--- src/rtl/alu_cmd_issuer_pkg.sv ---
// ---------------------------------------------------------------------------
// alu_package
//   Types and constants shared by the ALU command issuer and its FIFO.
//   - alu_pkt_t     : one complete ALU command packet
//   - issue_state_t : issuer FSM states
//   - alu_latency() : cycles from issue until the ALU result is valid
// ---------------------------------------------------------------------------
`ifndef OP_WIDTH
`define OP_WIDTH 8
`endif
`ifndef CMD_WIDTH
`define CMD_WIDTH 4
`endif

package alu_package;

    localparam int OP_W  = `OP_WIDTH;
    localparam int CMD_W = `CMD_WIDTH;

    localparam logic [CMD_W-1:0] CMD_MUL_INC   = CMD_W'(9);
    localparam logic [CMD_W-1:0] CMD_MUL_SHIFT = CMD_W'(10);

    // INP_VALID encoding meaning "no operand valid": such packets are dropped.
    localparam logic [1:0] INP_NONE = 2'b00;

    typedef struct packed {
        logic             mode;
        logic [CMD_W-1:0] cmd;
        logic [OP_W-1:0]  opa;
        logic [OP_W-1:0]  opb;
        logic             cin;
        logic [1:0]       inp_valid;
    } alu_pkt_t;

    typedef enum logic [1:0] {
        ST_IDLE  = 2'd0,
        ST_ISSUE = 2'd1,
        ST_WAIT  = 2'd2
    } issue_state_t;

    // Multiplies (arithmetic mode, CMD 9/10) take two cycles; all else one.
    function automatic logic [1:0] alu_latency(input logic             mode,
                                               input logic [CMD_W-1:0] cmd);
        return (mode && (cmd == CMD_MUL_INC || cmd == CMD_MUL_SHIFT)) ? 2'd2 : 2'd1;
    endfunction

endpackage

--- src/rtl/alu_cmd_issuer_fifo.sv ---
// ---------------------------------------------------------------------------
// alu_cmd_fifo
//   Synchronous FIFO of alu_pkt_t, DEPTH entries (power of two).
//   Ports:
//     clk, rst_n      : clock, asynchronous active-low reset
//     push, wr_data   : write request (ignored when full)
//     pop,  rd_data   : read request (ignored when empty); rd_data shows head
//     full, empty     : status flags
//     count           : occupancy, one bit wider than the pointers
// ---------------------------------------------------------------------------
module alu_cmd_fifo
    import alu_package::*;
#(
    parameter int DEPTH = 8
) (
    input  logic                   clk,
    input  logic                   rst_n,
    input  logic                   push,
    input  alu_pkt_t               wr_data,
    input  logic                   pop,
    output alu_pkt_t               rd_data,
    output logic                   full,
    output logic                   empty,
    output logic [$clog2(DEPTH):0] count
);

    localparam int AW = $clog2(DEPTH);

    alu_pkt_t        mem [DEPTH];
    logic [AW-1:0]   wr_ptr;
    logic [AW-1:0]   rd_ptr;
    logic            do_push;
    logic            do_pop;

    assign do_push = push && !full;
    assign do_pop  = pop && !empty;

    // Pointers wrap mod DEPTH; only the count's extra MSB separates full from empty.
    assign full    = count[AW];
    assign empty   = (count == '0);
    assign rd_data = mem[rd_ptr];

    // NOTE: sequential state uses non-blocking assignments so every flop
    // samples pre-edge values regardless of block evaluation order.
    always_ff @(posedge clk or negedge rst_n) begin
        if (!rst_n) begin
            wr_ptr <= '0;
            rd_ptr <= '0;
            count  <= '0;
        end else begin
            if (do_push) wr_ptr <= wr_ptr + AW'(1);
            if (do_pop)  rd_ptr <= rd_ptr + AW'(1);
            case ({do_push, do_pop})
                2'b10:   count <= count + (AW+1)'(1);
                2'b01:   count <= count - (AW+1)'(1);
                default: count <= count;
            endcase
        end
    end

    // NOTE: the storage array is deliberately not reset; the pointers and
    // count define which entries are meaningful, so stale data is never seen.
    always_ff @(posedge clk) begin
        if (do_push) mem[wr_ptr] <= wr_data;
    end

endmodule

--- src/rtl/alu_cmd_issuer.sv ---
// ---------------------------------------------------------------------------
// alu_cmd_issuer
//   Buffers ALU command packets and issues them one at a time, holding each
//   off until the previous command's result has been produced.
//   Ports:
//     CLK, RST                : clock, asynchronous active-low reset
//     CE                      : issue-side clock enable (shared with the ALU)
//     IN_VALID / IN_READY     : producer handshake; IN_* are the packet fields
//     INP_VALID, MODE, CMD,
//     OPA, OPB, CIN           : registered drive to the ALU
//     RES_VALID               : ALU outputs belong to the last issued command
//     BUSY                    : work queued or in flight
//     COUNT                   : FIFO occupancy
// ---------------------------------------------------------------------------
module alu_cmd_issuer
    import alu_package::*;
#(
    parameter int DW    = `OP_WIDTH,
    parameter int CW    = `CMD_WIDTH,
    parameter int DEPTH = 8
) (
    input  logic                   CLK,
    input  logic                   RST,
    input  logic                   CE,
    input  logic                   IN_VALID,
    output logic                   IN_READY,
    input  logic                   IN_MODE,
    input  logic [CW-1:0]          IN_CMD,
    input  logic [DW-1:0]          IN_OPA,
    input  logic [DW-1:0]          IN_OPB,
    input  logic                   IN_CIN,
    input  logic [1:0]             IN_INP_VALID,
    output logic [1:0]             INP_VALID,
    output logic                   MODE,
    output logic [CW-1:0]          CMD,
    output logic [DW-1:0]          OPA,
    output logic [DW-1:0]          OPB,
    output logic                   CIN,
    output logic                   RES_VALID,
    output logic                   BUSY,
    output logic [$clog2(DEPTH):0] COUNT
);

    alu_pkt_t     in_pkt;
    alu_pkt_t     head;
    alu_pkt_t     drive_q, drive_d;
    issue_state_t state_q, state_d;
    logic [1:0]   wait_q, wait_d;
    logic         pop;
    logic         fifo_full;
    logic         fifo_empty;
    logic         head_live;

    assign in_pkt.mode      = IN_MODE;
    assign in_pkt.cmd       = IN_CMD;
    assign in_pkt.opa       = IN_OPA;
    assign in_pkt.opb       = IN_OPB;
    assign in_pkt.cin       = IN_CIN;
    assign in_pkt.inp_valid = IN_INP_VALID;

    // Refuse packets while reset is held, not just while full.
    assign IN_READY = RST && !fifo_full;

    alu_cmd_fifo #(.DEPTH(DEPTH)) u_fifo (
        .clk     (CLK),
        .rst_n   (RST),
        .push    (IN_VALID && IN_READY),
        .wr_data (in_pkt),
        .pop     (pop),
        .rd_data (head),
        .full    (fifo_full),
        .empty   (fifo_empty),
        .count   (COUNT)
    );

    // A head that can be issued back-to-back from WAIT; 00 heads are left
    // for IDLE to discard.
    assign head_live = !fifo_empty && (head.inp_valid != INP_NONE);

    always_ff @(posedge CLK or negedge RST) begin
        if (!RST) begin
            state_q <= ST_IDLE;
            wait_q  <= 2'd0;
            drive_q <= '0;
        end else begin
            state_q <= state_d;
            wait_q  <= wait_d;
            drive_q <= drive_d;
        end
    end

    always_comb begin
        // NOTE: every output of this block gets a default first, so no path
        // leaves a variable unassigned and no latch is inferred.
        state_d = state_q;
        wait_d  = wait_q;
        drive_d = drive_q;
        pop     = 1'b0;

        // With CE low everything holds, including any pending pop.
        if (CE) begin
            case (state_q)
                ST_IDLE: begin
                    if (!fifo_empty) begin
                        pop = 1'b1;
                        if (head.inp_valid != INP_NONE) begin
                            drive_d = head;
                            state_d = ST_ISSUE;
                        end
                    end
                end
                ST_ISSUE: begin
                    wait_d            = alu_latency(drive_q.mode, drive_q.cmd);
                    drive_d.inp_valid = INP_NONE;
                    state_d           = ST_WAIT;
                end
                ST_WAIT: begin
                    if (wait_q == 2'd1) begin
                        wait_d = 2'd0;
                        if (head_live) begin
                            pop     = 1'b1;
                            drive_d = head;
                            state_d = ST_ISSUE;
                        end else begin
                            state_d = ST_IDLE;
                        end
                    end else begin
                        wait_d = wait_q - 2'd1;
                    end
                end
                default: state_d = ST_IDLE;
            endcase
        end
    end

    assign RES_VALID = CE && (state_q == ST_WAIT) && (wait_q == 2'd1);
    assign BUSY      = !fifo_empty || (state_q != ST_IDLE);

    assign INP_VALID = drive_q.inp_valid;
    assign MODE      = drive_q.mode;
    assign CMD       = drive_q.cmd;
    assign OPA       = drive_q.opa;
    assign OPB       = drive_q.opb;
    assign CIN       = drive_q.cin;

endmodule

--- config.mk ---
export PLATFORM = sky130hd
export DESIGN_NAME = alu_cmd_issuer
export DESIGN_NICKNAME = d
export VERILOG_FILES = /design/src/rtl/alu_cmd_issuer_pkg.sv /design/src/rtl/alu_cmd_issuer_fifo.sv /design/src/rtl/alu_cmd_issuer.sv
export SDC_FILE = /design/constraint.sdc
export NUM_CORES = 1
export LEC_CHECK = 0
export CORE_MARGIN = 5
export CORE_UTILIZATION = 40
export CTS_CLUSTER_DIAMETER = 50
export CTS_CLUSTER_SIZE = 40
export DETAILED_ROUTE_END_ITERATION = 6
export SYNTH_ARGS = -nofsm -noshare
export SYNTH_HDL_FRONTEND = slang
export SYNTH_SLANG_ARGS = --single-unit
--- constraint.sdc ---
create_clock -name CLK -period 3.7 [get_ports CLK]
set_clock_uncertainty 0.1 [all_clocks]
set_input_delay 0.37 -clock CLK [delete_from_list [all_inputs] [get_ports CLK]]
set_output_delay 0.37 -clock CLK [all_outputs]
set_load 0.03 [all_outputs]
# Word level (Yosys, flattened, before mapping)
# Memories as Yosys holds them, arrays and structs flattened.
# Cells that the tools add are included.
[word_totals] n_memories=1 regBits=38 ram_bits=192 inputBits=28
[op_classes] n_reduce_logical=24 eq_ne=11 mux=22 add_sub_neg=5
[mem_list] memory="u_fifo.mem" depth=8 width=24 read_ports=1 rd_ports_with_merged_regs=0 write_ports=1 line_no="alu_cmd_issuer_fifo.sv:29" text="alu_pkt_t mem [DEPTH];"
[op_table] operator="two-way mux 24 bit" count=4
[op_table] operator="one-hot mux 22 bit (2 select lines)" count=1
[op_table] operator="one-hot mux 2 bit (3 select lines)" count=2
[op_table] operator="AND reduction 6 bit" count=2
[op_table] operator="two-way mux 2 bit" count=5
[op_table] operator="nonzero test 2 bit" count=5
[op_table] operator="== test 4 bit, second input constant" count=2
[op_table] operator="logical AND 1 bit" count=8
[op_table] operator="!= test 2 bit, second input constant" count=4
[op_table] operator="one-hot mux 4 bit (2 select lines)" count=1
[op_table] operator="two-way mux 1 bit" count=7
[op_table] operator="adder 3 x 1 -> 3 bit, second input constant" count=2
[op_table] operator="== test 2 x 1 -> 1 bit, second input constant" count=3
[op_table] operator="adder 4 x 1 -> 4 bit, second input constant" count=1
[op_table] operator="== test 2 bit, second input constant" count=2
[op_table] operator="logical NOT 4 bit" count=1
[op_table] operator="one-hot mux 2 bit (2 select lines)" count=1
[op_table] operator="AND reduction 4 bit" count=1
[op_table] operator="subtractor 4 x 1 -> 4 bit, second input constant" count=1
[op_table] operator="nonzero test 3 bit" count=1
[op_table] operator="logical NOT 1 bit" count=2
[op_table] operator="logical NOT 2 bit" count=1
[op_table] operator="logical OR 1 bit" count=2
[op_table] operator="one-hot mux 1 bit (2 select lines)" count=1
[op_table] operator="other kinds (2)" count=2

# Logic depth before layout (Yosys ltp)
[logic_depth] word_depth=10 ltp_mapped=14 depth_no_buf=13

# Hierarchy
# A second synthesis with hierarchy kept.
[hier_totals] cells_unflattened=439 hier_area_um2=9187.6
[by_module_without_submodules] module="alu_cmd_fifo" cells_each=345 instances=1 area_each_um2=7893.8
[by_module_without_submodules] module="alu_cmd_issuer" cells_each=94 instances=1 area_each_um2=1293.7

# Least setup slack after synthesis
# Ideal clock, no wire load.
[synth_timing] path_type="reg-to-reg" start="reg u_fifo.count[3]" end="mem u_fifo.mem[0][0] in the netlist's numbering (enable)" slack_ps=206 setup_time_ps=435 path_buffers=0 arrival_time_ps=2959 stages_incl_launch_ff=5 cell_sequence="dfrtp_1 > nor2b_1 > and2_1 > nand2b_1 > nor3_1"
[synth_via] elab_chain_cells=6
[synth_lines] item="start, declared" line_no="alu_cmd_issuer_fifo.sv:24" text="output logic [$clog2(DEPTH):0] count"
[synth_lines] item="start signal, assigned" line_no="alu_cmd_issuer_fifo.sv:54" text="2'b10: count <= count + (AW+1)'(1);"
[synth_lines] item="start signal, assigned" line_no="alu_cmd_issuer_fifo.sv:55" text="2'b01: count <= count - (AW+1)'(1);"
[synth_lines] item="start signal, assigned" line_no="alu_cmd_issuer_fifo.sv:56" text="default: count <= count;"
[synth_lines] item="logical NOT 1 bit" line_no="alu_cmd_issuer.sv:62" text="assign IN_READY = RST && !fifo_full;"
[synth_lines] item="logical AND 1 bit" line_no="alu_cmd_issuer.sv:62"
[synth_lines] item="net IN_READY" line_no="alu_cmd_issuer.sv:26" text="output logic IN_READY,"
[synth_lines] item="logical AND 1 bit" line_no="alu_cmd_issuer.sv:67" text=".push (IN_VALID && IN_READY),"
[synth_lines] item="logical AND 1 bit" line_no="alu_cmd_issuer_fifo.sv:35" text="assign do_push = push && !full;"
[synth_lines] item="two-way mux 1 bit" line_no="alu_cmd_issuer_fifo.sv:64" text="if (do_push) mem[wr_ptr] <= wr_data;"
[synth_lines] item="two-way mux 1 bit (not written as such)" line_no="alu_cmd_issuer_fifo.sv:64"
[synth_lines] item="end, declared" line_no="alu_cmd_issuer_fifo.sv:29"
# The timed path passes the listed nets, and every way through them passes these cells.

# Worst setup path in the final report
[layout_timing] start="reg u_fifo.rd_ptr[0]" end="reg u_fifo.count[3]"
[layout_via] elab_chain_cells=10 word_cells_on_any_way=12
[layout_lines] item="start, declared" line_no="alu_cmd_issuer_fifo.sv:31" text="logic [AW-1:0] rd_ptr;"
[layout_lines] item="start signal, assigned" line_no="alu_cmd_issuer_fifo.sv:52" text="if (do_pop) rd_ptr <= rd_ptr + AW'(1);"
[layout_lines] item="memory read (8 x 24 bit) (*)"
[layout_lines] item="nonzero test 2 bit (*)" line_no="alu_cmd_issuer.sv:78" text="assign head_live = !fifo_empty && (head.inp_valid != INP_NONE);"
[layout_lines] item="logical AND 1 bit (*)" line_no="alu_cmd_issuer.sv:78"
[layout_lines] item="two-way mux 1 bit (*)" line_no="alu_cmd_issuer.sv:120" text="if (head_live) begin"
[layout_lines] item="two-way mux 1 bit (*)" line_no="alu_cmd_issuer.sv:118" text="if (wait_q == 2'd1) begin"
[layout_lines] item="one-hot mux 1 bit (2 select lines) (*)" line_no="alu_cmd_issuer.sv:102" text="case (state_q)"
[layout_lines] item="two-way mux 1 bit (*)" line_no="alu_cmd_issuer.sv:101" text="if (CE) begin"
[layout_lines] item="logical AND 1 bit (*)" line_no="alu_cmd_issuer_fifo.sv:36" text="assign do_pop = pop && !empty;"
[layout_lines] item="net u_fifo.do_pop" line_no="alu_cmd_issuer_fifo.sv:33" text="logic do_pop;"
[layout_lines] item="== test 2 x 1 -> 1 bit / == test 2 bit (equally long branches)" line_no="alu_cmd_issuer_fifo.sv:53" text="case ({do_push, do_pop})"
[layout_lines] item="one-hot mux 4 bit (2 select lines) / nonzero test 2 bit (equally long branches)"
# Mark *: on every way through the listed nets, which the timed path passes. The rest lies on a longest branch.
# A chain may end at the register's enable or synchronous reset.

==> reports/results.txt <==
max capacitance violation total - 0
flops & latches, synth - 230
CTS resizes - 0
clk buf depth - 3
Skew-Pair Late Insertion Delay - 530 ps
Slew @ Worst Pin - 666 ps
syn_area_per_cell - 19.9 µm²
Max Fclk - 293 MHz
dominant synthesized flop cell - edfxtp_1
proportion of synthesized area in mux cells - 15.3%
dpl hpwl - 9630 µm
Pwr Density - 800 nW/µm²
layout cell share with drive strength beyond 1 - 26.4%
drt wl/cell - 20.2 µm
initial antenna violation count - 1
Setup crit start kind - flip-flop
post-synthesis sequential area ratio - 74.0%
DR vias/cell - 5.16
Max VDD drop - 378 µV
CP Capture Type - flip-flop
Pre-antenna DRT Iters - 4
R2R cell count - 12
core area - 22,500 µm²
Final Util - 48.4%
Post-synth ARST share - 16.5%
Die Span X - 161 µm
post-synthesis compound-gate area fraction - 3.39%
Post-Synth Simple-Gate Area - 2.95%
RSZ-0062 raised after global routing - false
syn nets - 495
clock sinks - 230
Diodes inserted - 0
kind of critical path - reg2reg
Fin Setup TNS - 0 ps
final hold violation count - 0
Int Power - 5.83 mW
main combinational cell family by area after synthesis - multiplexers
Netlist Area Pre-Place - 9080 µm²
Clock Power Share - 28.7%
Die Ht - 161 µm
outcome - finished, final reports clean
post-synthesis cell count - 456
die area - 25,800 µm²
worst min path class - in2async
First DRT Iteration DRCs - 243
Worst Path Required - 3990 ps
post-synth cell types - 38
CTS tree - done
max-slew violations - 0
r2r endpoint - u_fifo.count[3]
number of H-tree levels - 1
first-pass GRT wire length - 27,200 µm
fin crit share - 92.3%
Routed WL - 17,100 µm
Overall Power - 8.71 mW
Flop pwr share - 39.0%
Inserted Clock Buffers - 25
Final ANT Viol Nets - 0
Max transition margin - 55.1%
NetSw - 2.88 mW
number of global-route vias before repair - 4,694
clock slew at reported path FFs - 70 ps
Min Clock Period, post-route - 3410 ps
power share of the combinational group - 32.3%
Register-to-Register Setup Slack - 290 ps
I/O Pins - 59
crit path max fanout - 13
Synth Area in XOR/XNOR - 0.772%
routability cong. - 0.708
most frequent cells in the layout - edfxtp_1 (192), clkdlybuf4s50_1 (57), mux4_2 (48)
Syn-to-layout area delta - 20.0%
final setup vio count - 0
sw frac - 33.1%
Port-buffer cells - 58
r2r startpoint - u_fifo.rd_ptr[0]
# DRC - 0
layout net count - 580
most common cell after layout, fill and taps aside - edfxtp_1
vias - 4,359
Leak - 3.71 nW
Post-synth EDFFs - 192
root buf cell - clkbuf_16
GRT Residual Overflow - 0
WP data arrival - 3710 ps
Total GRT Usage - 13.5%
Adder-Cell Fraction of Synth Area - 1.60%
Starting Density - 40.3%
site row count - 55
synth warn - 0
largest net degree at the start of global routing - 39
worst max path at each step:
stage	startpoint	endpoint	cells after the start
after CTS	u_fifo.rd_ptr[0]	u_fifo.count[3]	12
after global placement	u_fifo.rd_ptr[0]	u_fifo.count[3]	12
final	u_fifo.rd_ptr[0]	u_fifo.count[3]	12
after detailed placement	u_fifo.rd_ptr[0]	u_fifo.count[3]	12
after floorplan	u_fifo.count[3]	u_fifo.mem[0][0]	4
after global routing	u_fifo.rd_ptr[0]	u_fifo.count[3]	12
repair_timing:
action                                 in CTS  in global routing
buffers inserted                            0                  0
endpoints found under the hold margin      38                  0
hold buffers                                1                  0
state kept, by name, indices dropped and copies added (netlist names):
signal         flops
MODE               1
wait_q             2
CMD                4
u_fifo.wr_ptr      3
u_fifo.count       4
INP_VALID          2
CIN                1
u_fifo.rd_ptr      3
state_q            2
OPA                8
u_fifo.mem       192
OPB                8
kinds of logic after synthesis:
| logic type | count (synthesis) |
|---|---|
| AO/OA/AOI/OAI | 38 |
| XOR/XNOR | 8 |
| adder cells (fa/ha/maj) | 11 |
| buffers and inverters | 29 |
| flip-flops | 230 |
| multiplexers | 77 |
| AND/OR/NAND/NOR | 63 |
power groups by stage:
stage	clock [mW]	combinational [mW]	sequential, mW
finish	2.50	2.81	3.40
CTS	2.57	2.87	3.41
detailed placement	0	2.86	3.46
global placement	0	2.82	3.44
global route	2.68	3.07	3.45
floorplan	0	1.87	3.64
synth_stat cells (all sizes together), types with 2 or more instances:
library cell | number | area, µm²
xor2 | 3 | 26.3
nor2 | 33 | 124
xnor2 | 5 | 43.8
edfxtp | 192 | 5770
dfrtp | 38 | 951
o211ai | 3 | 22.5
nor3 | 2 | 10.0
mux4 | 48 | 1080
nor2b | 2 | 12.5
nand4 | 2 | 12.5
o21ai | 5 | 32.5
nand2b | 3 | 18.8
a21oi | 26 | 201
buf | 12 | 111
mux2 | 4 | 45.0
inv | 10 | 37.5
ha | 10 | 125
clkbuf | 7 | 27.5
nand2 | 17 | 63.8
mux2i | 25 | 267
area by class of cell:
| cell class | count | area, µm² |
|---|---|---|
| multi-input cells | 197 | 2210 |
| clock buffers | 25 | 626 |
| flip-flops and latches | 230 | 6720 |
| inverters | 10 | 37.5 |
| well taps | 285 | 357 |
| clock inverters | 21 | 225 |
| fillers | 1818 | 11600 |
| repair buffers | 77 | 721 |
worst max-delay path: stages (launching register included):
cell	delay, ps
dfrtp_2	600
mux4_2	570
mux2i_2	350
a21oi_1	160
o21ai_2	210
inv_1	70
ha_1	240
ha_1	290
a21o_1	180
a21oi_1	170
xnor2_1	140
nor2_1	70
xor2_1	140
stage by stage:
stage	hold WS, ps	cell area [µm²]	std cells	setup WS (ps)
2_1_floorplan	-25.6	9080	456	206
3_3_place_gp	389	10000	798	363
3_5_place_dp	405	10000	798	258
4_1_cts	385	10900	845	249
5_1_grt	436	10900	845	36.9
6_report	374	10900	845	285
routing by layer:
layer	vias to the layer above	share of wire, %	global-route usage (%)
li1	1981	-	-
met1	2242	43	18.3
met2	105	49	22.7
met3	29	5.1	2.57
met4	2	2.1	3.68
met5	-	0.076	0
No activity file was read; power rests on OpenSTA's default activity.
